<file path="src/rtl/uart_fifo_ctl_if.sv">
`default_nettype none
// ============================================================================
// Module   : uart_fifo_ctl_if
// Purpose  : Host byte streams, divisor request and UART register port of
//            the UART FIFO controller.
// Revision : 1.0
// ============================================================================
interface uart_fifo_ctl_if;
    // host transmit stream
    logic        tx_valid;
    logic [7:0]  tx_data;
    logic        tx_ready;
    // host receive stream
    logic        rx_valid;
    logic [7:0]  rx_data;
    logic        rx_ready;
    // divisor reprogramming
    logic        cfg_valid;
    logic [11:0] cfg_div;
    logic        cfg_ready;
    // status
    logic        overrun;
    logic        ovr_clr;
    logic        irq;
    // UART register port
    logic [3:0]  u_addr;
    logic [7:0]  u_wdata;
    logic        u_write;
    logic        u_read;
    logic [7:0]  u_rdata;

    modport master (
        input  tx_valid, tx_data, rx_ready, cfg_valid, cfg_div, ovr_clr, u_rdata,
        output tx_ready, rx_valid, rx_data, cfg_ready, overrun, irq,
               u_addr, u_wdata, u_write, u_read
    );

    modport slave (
        output tx_valid, tx_data, rx_ready, cfg_valid, cfg_div, ovr_clr, u_rdata,
        input  tx_ready, rx_valid, rx_data, cfg_ready, overrun, irq,
               u_addr, u_wdata, u_write, u_read
    );
endinterface
`default_nettype wire

</file>
<file path="src/rtl/uart_fifo_ctl.sv">
`default_nettype none
// ============================================================================
// Module   : uart_fifo_ctl
// Purpose  : TX/RX byte FIFOs plus a polling sequencer that owns the UART
//            register port (status poll, RX drain, TX feed, divisor writes).
// Revision : 1.0
// ============================================================================
module uart_fifo_ctl #(
    parameter int DEPTH = 8,
    parameter int AW    = 3
) (
    input  wire logic       clk,
    input  wire logic       reset,
    uart_fifo_ctl_if.master bus
);

    localparam logic [AW:0] C_FULL = (AW+1)'(DEPTH);

    localparam logic [2:0] S_POLL = 3'd0;
    localparam logic [2:0] S_RXRD = 3'd1;
    localparam logic [2:0] S_TXWR = 3'd2;
    localparam logic [2:0] S_DIVL = 3'd3;
    localparam logic [2:0] S_DIVH = 3'd4;

    localparam logic [3:0] C_A_RX = 4'd0;
    localparam logic [3:0] C_A_TX = 4'd1;
    localparam logic [3:0] C_A_ST = 4'd2;
    localparam logic [3:0] C_A_DL = 4'd4;
    localparam logic [3:0] C_A_DH = 4'd5;

    logic [2:0]    state_q, state_d;

    logic [7:0]    tx_mem_q [DEPTH];
    logic [7:0]    tx_mem_d [DEPTH];
    logic [AW-1:0] tx_wr_ptr_q, tx_wr_ptr_d;
    logic [AW-1:0] tx_rd_ptr_q, tx_rd_ptr_d;
    logic [AW:0]   tx_count_q, tx_count_d;

    logic [7:0]    rx_mem_q [DEPTH];
    logic [7:0]    rx_mem_d [DEPTH];
    logic [AW-1:0] rx_wr_ptr_q, rx_wr_ptr_d;
    logic [AW-1:0] rx_rd_ptr_q, rx_rd_ptr_d;
    logic [AW:0]   rx_count_q, rx_count_d;

    logic          tx_busy_q, tx_busy_d;
    logic          overrun_q, overrun_d;
    logic [11:0]   div_q, div_d;

    logic [1:0]    st;
    logic          tx_ok;
    logic          tx_empty;
    logic          tx_full;
    logic          rx_empty;
    logic          rx_full;
    logic          tx_push;
    logic          tx_pop;
    logic          rx_push;
    logic          rx_push_ok;
    logic          rx_pop;
    logic          rx_drop;
    logic          cfg_take;

    // Status bits as seen while S_POLL presents address 2: [1]=rint, [0]=xint.
    assign st       = bus.u_rdata[1:0];
    assign tx_ok    = ~tx_busy_q | st[0];

    assign tx_empty = (tx_count_q == '0);
    assign tx_full  = (tx_count_q == C_FULL);
    assign rx_empty = (rx_count_q == '0);
    assign rx_full  = (rx_count_q == C_FULL);

    assign tx_push    = bus.tx_valid & ~tx_full;
    assign tx_pop     = (state_q == S_TXWR) & ~tx_empty;
    assign rx_pop     = ~rx_empty & bus.rx_ready;
    assign rx_push    = (state_q == S_RXRD);
    // A full RX FIFO still accepts the byte when the host frees a slot now.
    assign rx_push_ok = rx_push & (~rx_full | rx_pop);
    assign rx_drop    = rx_push & ~rx_push_ok;

    assign bus.tx_ready  = ~tx_full;
    assign bus.rx_valid  = ~rx_empty;
    assign bus.rx_data   = rx_mem_q[rx_rd_ptr_q];
    assign bus.cfg_ready = cfg_take & ~reset;
    assign bus.overrun   = overrun_q;
    assign bus.irq       = ~rx_empty | (tx_empty & ~tx_busy_q);

    // ------------------------------------------------------------------
    // Sequencer: state register
    // ------------------------------------------------------------------
    always_ff @(posedge clk) begin
        if (reset) begin
            state_q <= S_POLL;
        end else begin
            state_q <= state_d;
        end
    end

    // ------------------------------------------------------------------
    // Sequencer: next state
    // ------------------------------------------------------------------
    always_comb begin
        state_d  = S_POLL;
        cfg_take = 1'b0;
        case (state_q)
            S_POLL: begin
                if (st[1]) begin
                    state_d = S_RXRD;
                end else if (bus.cfg_valid & tx_empty & tx_ok) begin
                    // Divisor only changes with the transmitter drained and idle.
                    state_d  = S_DIVL;
                    cfg_take = 1'b1;
                end else if (~tx_empty & tx_ok) begin
                    state_d = S_TXWR;
                end else begin
                    state_d = S_POLL;
                end
            end
            S_DIVL:  state_d = S_DIVH;
            default: state_d = S_POLL;
        endcase
    end

    // ------------------------------------------------------------------
    // Sequencer: register-port outputs, decoded from state only
    // ------------------------------------------------------------------
    always_comb begin
        bus.u_addr  = C_A_ST;
        bus.u_read  = 1'b0;
        bus.u_write = 1'b0;
        bus.u_wdata = 8'h00;
        case (state_q)
            S_POLL: begin
                bus.u_addr = C_A_ST;
                bus.u_read = 1'b1;
            end
            S_RXRD: begin
                bus.u_addr = C_A_RX;
                bus.u_read = 1'b1;
            end
            S_TXWR: begin
                bus.u_addr  = C_A_TX;
                bus.u_write = 1'b1;
                bus.u_wdata = tx_mem_q[tx_rd_ptr_q];
            end
            S_DIVL: begin
                bus.u_addr  = C_A_DL;
                bus.u_write = 1'b1;
                bus.u_wdata = div_q[7:0];
            end
            S_DIVH: begin
                bus.u_addr  = C_A_DH;
                bus.u_write = 1'b1;
                bus.u_wdata = {4'b0000, div_q[11:8]};
            end
            default: begin
                bus.u_addr = C_A_ST;
            end
        endcase
    end

    // ------------------------------------------------------------------
    // FIFO bookkeeping
    // ------------------------------------------------------------------
    always_comb begin
        tx_mem_d    = tx_mem_q;
        tx_wr_ptr_d = tx_wr_ptr_q;
        tx_rd_ptr_d = tx_rd_ptr_q;
        if (tx_push) begin
            tx_mem_d[tx_wr_ptr_q] = bus.tx_data;
            tx_wr_ptr_d           = tx_wr_ptr_q + 1'b1;
        end
        if (tx_pop) begin
            tx_rd_ptr_d = tx_rd_ptr_q + 1'b1;
        end
        tx_count_d = tx_count_q + (AW+1)'(tx_push) - (AW+1)'(tx_pop);
    end

    always_comb begin
        rx_mem_d    = rx_mem_q;
        rx_wr_ptr_d = rx_wr_ptr_q;
        rx_rd_ptr_d = rx_rd_ptr_q;
        if (rx_push_ok) begin
            rx_mem_d[rx_wr_ptr_q] = bus.u_rdata;
            rx_wr_ptr_d           = rx_wr_ptr_q + 1'b1;
        end
        if (rx_pop) begin
            rx_rd_ptr_d = rx_rd_ptr_q + 1'b1;
        end
        rx_count_d = rx_count_q + (AW+1)'(rx_push_ok) - (AW+1)'(rx_pop);
    end

    // ------------------------------------------------------------------
    // Transmitter busy, overrun and divisor holding registers
    // ------------------------------------------------------------------
    always_comb begin
        tx_busy_d = tx_busy_q;
        if (state_q == S_TXWR) begin
            tx_busy_d = 1'b1;
        end else if ((state_q == S_POLL) && st[0]) begin
            tx_busy_d = 1'b0;
        end

        // A drop in the same cycle as a clear leaves the flag set.
        overrun_d = overrun_q;
        if (rx_drop) begin
            overrun_d = 1'b1;
        end else if (bus.ovr_clr) begin
            overrun_d = 1'b0;
        end

        div_d = cfg_take ? bus.cfg_div : div_q;
    end

    always_ff @(posedge clk) begin
        if (reset) begin
            tx_wr_ptr_q <= '0;
            tx_rd_ptr_q <= '0;
            tx_count_q  <= '0;
            rx_wr_ptr_q <= '0;
            rx_rd_ptr_q <= '0;
            rx_count_q  <= '0;
            tx_busy_q   <= 1'b0;
            overrun_q   <= 1'b0;
            div_q       <= '0;
        end else begin
            tx_wr_ptr_q <= tx_wr_ptr_d;
            tx_rd_ptr_q <= tx_rd_ptr_d;
            tx_count_q  <= tx_count_d;
            rx_wr_ptr_q <= rx_wr_ptr_d;
            rx_rd_ptr_q <= rx_rd_ptr_d;
            rx_count_q  <= rx_count_d;
            tx_busy_q   <= tx_busy_d;
            overrun_q   <= overrun_d;
            div_q       <= div_d;
        end
    end

    // Storage needs no reset: every read is qualified by the counts.
    always_ff @(posedge clk) begin
        tx_mem_q <= tx_mem_d;
        rx_mem_q <= rx_mem_d;
    end

endmodule
`default_nettype wire
</file>
<file path="src/flat_wrapper.sv">
// flat-port wrapper written by rule: the top's interface ports become plain ports
module uart_fifo_ctl_flat 
#(
    parameter int DEPTH = 8,
    parameter int AW    = 3
)
  (clk, reset, bus_tx_valid, bus_tx_data, bus_rx_ready, bus_cfg_valid, bus_cfg_div, bus_ovr_clr, bus_u_rdata, bus_tx_ready, bus_rx_valid, bus_rx_data, bus_cfg_ready, bus_overrun, bus_irq, bus_u_addr, bus_u_wdata, bus_u_write, bus_u_read);
  uart_fifo_ctl_if bus_i ();
  input  wire logic clk;
  input  wire logic reset;
  input wire logic [$bits(bus_i.tx_valid)-1:0] bus_tx_valid;
  input wire logic [$bits(bus_i.tx_data)-1:0] bus_tx_data;
  input wire logic [$bits(bus_i.rx_ready)-1:0] bus_rx_ready;
  input wire logic [$bits(bus_i.cfg_valid)-1:0] bus_cfg_valid;
  input wire logic [$bits(bus_i.cfg_div)-1:0] bus_cfg_div;
  input wire logic [$bits(bus_i.ovr_clr)-1:0] bus_ovr_clr;
  input wire logic [$bits(bus_i.u_rdata)-1:0] bus_u_rdata;
  output wire logic [$bits(bus_i.tx_ready)-1:0] bus_tx_ready;
  output wire logic [$bits(bus_i.rx_valid)-1:0] bus_rx_valid;
  output wire logic [$bits(bus_i.rx_data)-1:0] bus_rx_data;
  output wire logic [$bits(bus_i.cfg_ready)-1:0] bus_cfg_ready;
  output wire logic [$bits(bus_i.overrun)-1:0] bus_overrun;
  output wire logic [$bits(bus_i.irq)-1:0] bus_irq;
  output wire logic [$bits(bus_i.u_addr)-1:0] bus_u_addr;
  output wire logic [$bits(bus_i.u_wdata)-1:0] bus_u_wdata;
  output wire logic [$bits(bus_i.u_write)-1:0] bus_u_write;
  output wire logic [$bits(bus_i.u_read)-1:0] bus_u_read;
  assign bus_i.tx_valid = bus_tx_valid;
  assign bus_i.tx_data = bus_tx_data;
  assign bus_i.rx_ready = bus_rx_ready;
  assign bus_i.cfg_valid = bus_cfg_valid;
  assign bus_i.cfg_div = bus_cfg_div;
  assign bus_i.ovr_clr = bus_ovr_clr;
  assign bus_i.u_rdata = bus_u_rdata;
  assign bus_tx_ready = bus_i.tx_ready;
  assign bus_rx_valid = bus_i.rx_valid;
  assign bus_rx_data = bus_i.rx_data;
  assign bus_cfg_ready = bus_i.cfg_ready;
  assign bus_overrun = bus_i.overrun;
  assign bus_irq = bus_i.irq;
  assign bus_u_addr = bus_i.u_addr;
  assign bus_u_wdata = bus_i.u_wdata;
  assign bus_u_write = bus_i.u_write;
  assign bus_u_read = bus_i.u_read;
  uart_fifo_ctl #(.DEPTH(DEPTH), .AW(AW)) u_core (.clk(clk), .reset(reset), .bus(bus_i));
endmodule
</file>
<file path="config.mk">
export PLATFORM = sky130hd
export DESIGN_NAME = uart_fifo_ctl_flat
export DESIGN_NICKNAME = d
export VERILOG_FILES = /design/src/rtl/uart_fifo_ctl_if.sv /design/src/rtl/uart_fifo_ctl.sv /design/src/flat_wrapper.sv
export SDC_FILE = /design/constraint.sdc
export NUM_CORES = 1
export LEC_CHECK = 0
export ABC_AREA = 0
export BUFFER_PORTS_ARGS = -buffer_cell sky130_fd_sc_hd__clkbuf_2
export CAP_MARGIN = 20
export CORE_ASPECT_RATIO = 0.9
export CORE_MARGIN = 1.5
export CORE_UTILIZATION = 53
export CTS_CLUSTER_SIZE = 8
export DETAILED_ROUTE_END_ITERATION = 8
export GPL_TIMING_DRIVEN = 0
export HOLD_SLACK_MARGIN = 0.06
export PLACE_DENSITY = 0.71
export SLEW_MARGIN = 20
export SYNTH_ARGS = -nofsm -noshare
export SYNTH_HDL_FRONTEND = slang
export SYNTH_SLANG_ARGS = --single-unit
</file>
<file path="constraint.sdc">
create_clock -name clk -period 2.3 [get_ports clk]
set_clock_uncertainty 0.1 [all_clocks]
set_input_delay 0.115 -clock clk [delete_from_list [all_inputs] [get_ports clk]]
set_output_delay 0.115 -clock clk [all_outputs]
set_load 0.03 [all_outputs]
</file>
==> out/metrics.cfg <==
[logic_synthesis]
yosysTopAreaCellShare=0.552
synth_edf_count=128
ys_types=53
postSynthCellCount=453
synth_top_area_cell=edfxtp_1
synth-seq-cells=165
yosysSeqAreaShare=0.659
synth_ff_type=edfxtp_1
synth_area_um2=6960
syn_nets=505
avgSynthCellArea_um2=15.4
synth.area.top_cells=edfxtp_1, dfxtp_1, mux4_2
async_flop_share=0
yosys_warnings=0

[die]
dieWidth_um=124
die-area_um2=13800
core_area_um2=12700
ios=61
die_h_um=112
fp-row-count=39
start_util=0.546

[finish]
postLayoutCoreUtil=0.732
final_common_cell=edfxtp_1
fin_area_um2=9330
layout.nets=662
syn2layout_area_growth_pct=34.1
post_route_cells_drive_above_1_share=0.406
layout_common_cells=edfxtp_1, clkbuf_2, buf_4, dlygate4sd3_1, nor2_1
insertedDiodeCount=0
fillers=764

[flow_run]
cap_violations=0

[global_routing]
antenna_found_initial=0
grt_overflow=0
grt_pass1_wl_um=25000
grt_usage=0.248
grt_max_degree=17
grt_pass1_vias=4650

[sta]
hold_slack_ns=0.378
setup_viol=3
slew_violations=0
hold_viol_final=0
finalCritPeriodShare=1.03
grt_setup_unrepaired=true
maxSlewHeadroom=0.517
finalSetupTns_ns=-0.157
fmax_ghz=0.421
worstMarginPinSlew_ns=0.725
setup_ws_ns=-0.0728
min_period_ns=2.37

[route]
drt_iter0_markers=349
first_pass_iters=7
vias=4560
drc=0
wire_per_inst_um=21.8
postRouteAntennaNets=0
vias_per_cell=5.82
totalWireLength_um=17100

[worst_setup_path]
path_class=flip-flop to primary output
r2r_end=u_core.tx_count_q[1]
path_max_fanout=6
cp-end-kind=primary output
critical_path_arrival_ns=2.16
reg2reg_setup_slack_ns=0.01
critPathRequiredTime_ns=2.09
crit_path_start_kind=flip-flop
rr_worst_depth=9
worstReg2RegStart=u_core.state_q[0]

[worst_hold_path]
hold_end=u_core.div_q[7]
worstHoldStart=bus_cfg_div[7]
min_path_type=input port to flip-flop
hold_path_depth=4

[clocking]
htree_levels=4
cts_tree=yes
cts_buffers=17
clk_latency_ns=0.42
clk_path_buf_depth=2
cts_sinks=165
root_buffer=clkbuf_16
path_clk_slew_ns=0.06

[power_and_ir_drop]
p_per_area_nw_per_um2=996
power.leakage_uw=0.00339
total_power_uw=9290
vdd.ir_drop.worst_mv=0.834

[placement]
gp_congestion=0.787
dp_hpwl_um=9460
place_area_um2=7540
io_buffers=58

[run_status]
violations=setup timing
status=complete, but fails checks

[routing by layer]
metal | GRT usage | wire length (um) | up-vias
met5 | 0 | 0 | -
met4 | 0.0782 | 314 | 0
met3 | 0.0574 | 1130 | 28
met2 | 0.387 | 8460 | 202
met1 | 0.350 | 7200 | 2301
li1 | - | - | 2029
[worst max-delay path by stage]
stage	from	end	slack [ns]	cells after the start
detailed placement	u_core.state_q[2]	u_core.rx_mem_q[59]	-0.48	4
CTS	u_core.tx_rd_ptr_q[0]	bus_u_wdata[5]	-0.09	6
global route	u_core.tx_rd_ptr_q[0]	bus_u_wdata[0]	-0.12	6
floorplan	u_core.tx_count_q[2]	u_core.tx_mem_q[24]	-0.11	7
finish	u_core.tx_rd_ptr_q[0]	bus_u_wdata[0]	-0.07	6
global placement	u_core.state_q[2]	u_core.rx_mem_q[31]	-0.61	5
[metrics by stage]
stage          std cells  setup WS (ns)
2_1_floorplan        453         -0.106
4_1_cts              773        -0.0947
5_1_grt              784         -0.118
6_report             784        -0.0728
3_3_place_gp         675         -0.612
3_5_place_dp         675         -0.481
[logic make-up after synthesis]
group / share of synthesized area
DFF: 0.659
and+or+nand+nor: 0.0908
muxes: 0.116
buffers and inverters: 0.0351
AOI/OAI and AO/OA: 0.0505
adders and majority gates: 0.0345
xor gates and xnor gates: 0.0138
other: 0.000539
[worst max-delay path, stage by stage, from the launching register on]
cell	delay, ns
dfxtp_4	0.42
buf_6	0.15
mux4_2	0.51
inv_2	0.09
a2111oi_4	0.07
a221o_1	0.32
clkbuf_8	0.18
[timing repair]
action                                  in CTS  in global routing
pin swaps                                   20                 18
setup buffers                               36                 14
endpoints found under the setup margin     135                125
hold buffers                                35                  0
gates cloned                                 0                  1
hold endpoints to repair                   155                  0
gates resized for setup                     79                 47
[power breakdown]
part	internal, uW	total (uW)	switching [uW]
registers	3450	3610	160
clock network	1560	2610	1050
logic	1480	3070	1590
total	6490	9290	2800
[Yosys cell counts (3+ instances only)]
| master | number |
|---|---|
| dfxtp_1 | 37 |
| buf_6 | 6 |
| nand2_1 | 18 |
| mux2_2 | 10 |
| buf_4 | 3 |
| nand2b_1 | 7 |
| nand3_1 | 9 |
| xor2_1 | 5 |
| edfxtp_1 | 128 |
| a2111oi_0 | 8 |
| xnor2_1 | 6 |
| nor2_1 | 40 |
| a211oi_1 | 6 |
| mux2i_1 | 13 |
| buf_2 | 6 |
| a221o_1 | 4 |
| inv_1 | 22 |
| nor2b_1 | 16 |
| clkbuf_1 | 10 |
| a21oi_1 | 8 |
| nor3_1 | 6 |
| or3b_1 | 3 |
| ha_1 | 16 |
| mux4_2 | 24 |
| nor4_1 | 3 |
| a21o_1 | 3 |
[area by class of cell]
cell class,instances,area [um^2],area share
inverters,22,82.6,0.00885
flip-flops and latches,165,4600,0.493
clock buffers,21,440,0.0472
multi-input cells,240,2550,0.274
clock inverters,8,86.3,0.00925
repair buffers,144,1160,0.125
plain buffers,20,195,0.0209
well taps,164,205,0.0220
[registers in the layout, summed over array words and instances, names as in the netlist]
register,flops
u_core.bus.overrun,1
u_core.rx_wr_ptr_q,3
u_core.rx_mem_q,64
u_core.rx_count_q,4
u_core.state_q,3
u_core.div_q,12
u_core.tx_mem_q,64
u_core.tx_busy_q,1
u_core.tx_rd_ptr_q,3
u_core.tx_wr_ptr_q,3
u_core.tx_count_q,4
u_core.rx_rd_ptr_q,3
(Power assumes the default switching activity.)
